$ cat src/rtl/countdown_timer_4b.sv
// 4-bit down-counting timer with a prescaled count step, pause/resume and
// optional auto-reload from a preset captured on load.
module countdown_timer_4b #(
  parameter int TICK_DIV = 50000000
) (
  input  logic       clk,
  input  logic       reset,
  input  logic       load,
  input  logic [3:0] din,
  input  logic       start,
  input  logic       pause,
  input  logic       auto_reload,
  output logic [3:0] Q,
  output logic       tick,
  output logic       done,
  output logic       busy
);

  // state | meaning
  // IDLE  | loaded or reset, waiting for start
  // RUN   | prescaler advancing, Q steps down on each wrap
  // PAUSE | prescaler and Q frozen, waiting for start
  // DONE  | terminal count reached, Q held at 0
  typedef enum logic [1:0] {IDLE, RUN, PAUSE, DONE} state_t;

  localparam int PW = (TICK_DIV > 2) ? $clog2(TICK_DIV) : 1;
  localparam logic [PW-1:0] PRESC_MAX = PW'(TICK_DIV - 1);

  state_t        state;
  logic [3:0]    preset;
  logic [PW-1:0] presc;
  logic          step;

  // Count-step enable: the prescaler is about to wrap while running.
  assign step = (state == RUN) && (presc == PRESC_MAX);
  assign busy = (state == RUN) || (state == PAUSE);

  always_ff @(posedge clk or posedge reset) begin
    if (reset) begin
      state  <= IDLE;
      Q      <= 4'd0;
      preset <= 4'd0;
      presc  <= '0;
      tick   <= 1'b0;
      done   <= 1'b0;
    end else begin
      tick <= 1'b0;
      done <= 1'b0;
      if (load) begin
        Q      <= din;
        preset <= din;
        presc  <= '0;
        state  <= IDLE;
      end else begin
        case (state)
          IDLE: begin
            presc <= '0;
            if (start) begin
              if (Q != 4'd0) begin
                state <= RUN;
              end else begin
                state <= DONE;
                done  <= 1'b1;
              end
            end
          end
          RUN: begin
            presc <= step ? '0 : presc + 1'b1;
            // A step on the same edge as pause still takes effect before pausing.
            if (step) begin
              tick <= 1'b1;
              if (Q == 4'd1) begin
                done <= 1'b1;
                if (auto_reload && (preset != 4'd0)) begin
                  Q     <= preset;
                  state <= pause ? PAUSE : RUN;
                end else begin
                  Q     <= 4'd0;
                  state <= DONE;
                end
              end else begin
                Q     <= Q - 4'd1;
                state <= pause ? PAUSE : RUN;
              end
            end else if (pause) begin
              state <= PAUSE;
            end
          end
          PAUSE: begin
            if (start) state <= RUN;
          end
          DONE: begin
            presc <= '0;
            Q     <= 4'd0;
            if (start) begin
              if (preset != 4'd0) begin
                Q     <= preset;
                state <= RUN;
              end else begin
                done <= 1'b1;
              end
            end
          end
          default: state <= IDLE;
        endcase
      end
    end
  end

endmodule

$ cat config.mk
export PLATFORM = sky130hd
export DESIGN_NAME = countdown_timer_4b
export DESIGN_NICKNAME = d
export VERILOG_FILES = /design/src/rtl/countdown_timer_4b.sv
export SDC_FILE = /design/constraint.sdc
export NUM_CORES = 1
export LEC_CHECK = 0
export ABC_AREA = 1
export BUFFER_PORTS_ARGS = -buffer_cell sky130_fd_sc_hd__buf_4
export CORE_AREA = 2 2 69 77
export CTS_CLUSTER_DIAMETER = 80
export DETAILED_ROUTE_END_ITERATION = 8
export DIE_AREA = 0 0 71 79
export GPL_ROUTABILITY_DRIVEN = 0
export PLACE_DENSITY = 0.75
export SYNTH_ARGS = -nofsm -noshare
export SYNTH_HDL_FRONTEND = slang
export SYNTH_SLANG_ARGS = --single-unit
$ cat constraint.sdc
create_clock -name clk -period 1.65 [get_ports clk]
set_clock_uncertainty 0.2 [all_clocks]
set_input_delay 0.2475 -clock clk [delete_from_list [all_inputs] [get_ports clk]]
set_output_delay 0.2475 -clock clk [all_outputs]
set_load 0.01 [all_outputs]
==> metrics <==
run status finished with violations; initial antenna violation count 0; top-area cell type share of the netlist area 36.8%; port buffer count 16; worst hold start load; reg2reg start presc[0]; Num CTS Buffers 5; final worst slack -250 ps; Worst VDD drop around 0.88 mV; minimum clock period ~1900 ps; GRT Overall Usage between 20% and 30%; first-pass GRT wire length 11,400 um; grt peak-use layer met2; sequential share of power 27.5%; Leakage 1.79 nW; cell-internal power 2.37 mW; violations in the final reports negative setup slack; combinational power share 55.8%; Cells after Synth 343; Synth area leader dfrtp_1; Total Wirelength between 7000 and 8000 um; Net Sw Frac 39.3%; endpoints failing setup 34; crit-path leading delay family simple AND/OR/NAND/NOR gates; vias per std cell between 5 and 6; Slew headroom 66.1%; total power draw 3.91 mW; vias in the first global route 2,575; fin crit share 115%; cell repeated most along the worst path nor2_4; Die Ht 79 um; Seq/Total Area, Yosys 36.8%; met1 usage 28.6%; synthesized area per cell 7.53 sq um; CTS Buffer Depth 2; RSZ-0062 raised after global routing true; P_sw 1.54 mW; PD cells 1050 nW/um^2; synth cell count leaders nand2_1 (89), inv_1 (45), dfrtp_1 (38), nor2_1 (29), nand3_1 (25); row count 27; Fin. Hold Viols 0; ANT nets after route 0; Max H-tree Level 2; CTS tree done; Die Wd 71 um; R2R setup slack -250 ps; flops & latches, synth 38; Hold Slack 5.45 ps; Synth Flop Type dfrtp_1; nets 451; die area 5610 sq um; clock slew at reported path FFs 80 ps; Setup crit start presc[0]; Post-Syn Area 2580 sq um; Hold Path Class in2reg; clock sink count 38; Mapped Nets 361; WP data required 1670 ps; count leader, synth nand2_1; YS warnings 0; Fmax achieved 526 MHz; arrival time worst endpoint 1920 ps; pre-CTS setup slack -190 ps; GR Layer Usage met2 47.5%; Setup TNS -5920 ps; crit path buf inv count 3; startpoint class of the critical path register; max cap viols 0; Skew-Pair Late Insertion Delay 290 ps; Antenna diodes 0; Worst path max stage delay 390 ps; Least-Margin Pin Slew 509 ps; Residual DRC 0; Root Buffer clkbuf_8; share of layout cells above drive strength 1 45.6%; GRT overflow 0; asr flop ratio synth 100%; met3 Track Usage GR about 4.6%; DR iter-0 viols 224; via count 2,677; Clk pwr share 16.7%; largest net degree at the start of global routing 39; Util after Layout 75.9%; Setup crit end kind register; CP Max Fanout 4; EDFF count, synth 0; worst path cell trace ha_2, inv_2, nor2_4, buf_6, nand4_4, nor2_4, nand2_2, o21bai_1, inv_1, nor2_1; core box area 4900 sq um; Crit Path Category reg2reg; Detail Placement HPWL about 4600 um; area grow syn2layout 44.0%; DR pass1 iterations 8; io pins 17; top post-synthesis cells by area dfrtp_1 (37%), nand2_1 (13%), inv_1 (6.5%), nor2_2 (5.3%), nand3_1 (4.8%); Starting Density 52.7%; drt wl/cell ~16 um; slowest CP cell dfrtp_1; Yosys cell types 37; Slew Viols, Final 0
logic make-up after synthesis:
family | count (synthesis) | share of synthesized area (%)
XOR/XNOR | 7 | 2.37
flip-flops | 38 | 36.8
AO/OA/AOI/OAI | 29 | 6.59
buffers and inverters | 55 | 9.40
AND/OR/NAND/NOR | 206 | 40.9
adder cells (fa/ha/maj) | 8 | 3.88
metal layers:
| layer | share of wire [%] | up-vias |
|---|---|---|
| met5 | 0 | - |
| met2 | 53 | 97 |
| met1 | 39 | 1274 |
| li1 | - | 1277 |
| met3 | 3.6 | 29 |
| met4 | 3.8 | 0 |
through the flow:
stage	cell area [sq um]	instances
6_report	3720	490
5_1_grt	3720	490
4_1_cts	3490	482
3_5_place_dp	3220	468
3_3_place_gp	3220	468
2_1_floorplan	2640	343
power by group through the flow:
stage	clock [mW]	sequential [mW]	combinational, mW
6_report	0.654	1.07	2.18
5_1_grt	0.699	1.09	2.33
4_1_cts	0.662	1.07	1.85
3_5_place_dp	0	1.09	1.65
3_3_place_gp	0	1.09	1.63
2_1_floorplan	0	1.13	0.963
layout by cell type (no fill, tap or decap), types with 2 or more instances in the layout:
cell type	n
o21ai_1	4
a21oi_1	3
xnor2_1	2
nor2_1	21
buf_6	7
nand2_4	3
nand3_2	10
buf_4	74
o22ai_1	3
nor3_2	3
xor2_2	3
nand4_1	10
nand3_1	18
dfrtp_1	37
inv_1	36
nand2_1	80
inv_4	2
nor2_4	15
nand2_2	12
ha_4	3
o21ai_2	4
nand3_4	2
nand3b_1	3
o21ai_0	6
ha_2	2
ha_1	3
nor2_2	20
nor3_1	2
clkbuf_8	6
a21oi_2	4
buf_12	2
nand4_4	2
inv_2	13
area by class of cell:
cell class / instances / area [sq um]
Sequential cell: 38 / 952
Fill cell: 309 / 1180
Multi-Input combinational cell: 250 / 1670
Clock buffer: 6 / 82.6
Tap cell: 58 / 72.6
Timing Repair Buffer: 86 / 737
Inverter: 52 / 205
path summary, 6_finish.rpt:
| kind | to | depth (start not counted) |
|---|---|---|
| max reg2reg | presc[18] | 10 |
| max | presc[18] | 10 |
| min reg2reg | Q[3] | 2 |
| min in group asynchronous | preset[0] | 4 |
| max in group asynchronous | presc[7] | 4 |
| min | tick | 2 |
flip-flops by register name (all words and copies together) (netlist names):
name / cells
presc: 26
Q: 4
preset: 4
state: 2
done: 1
tick: 1
timing repair:
item	CTS	global route
pin swaps	13	18
buffers inserted	6	8
hold buffers	1	0
cloned	1	1
gates resized for setup	29	42
endpoints found under the hold margin	38	0
setup endpoints to repair	34	34
(Power assumes the default switching activity.)
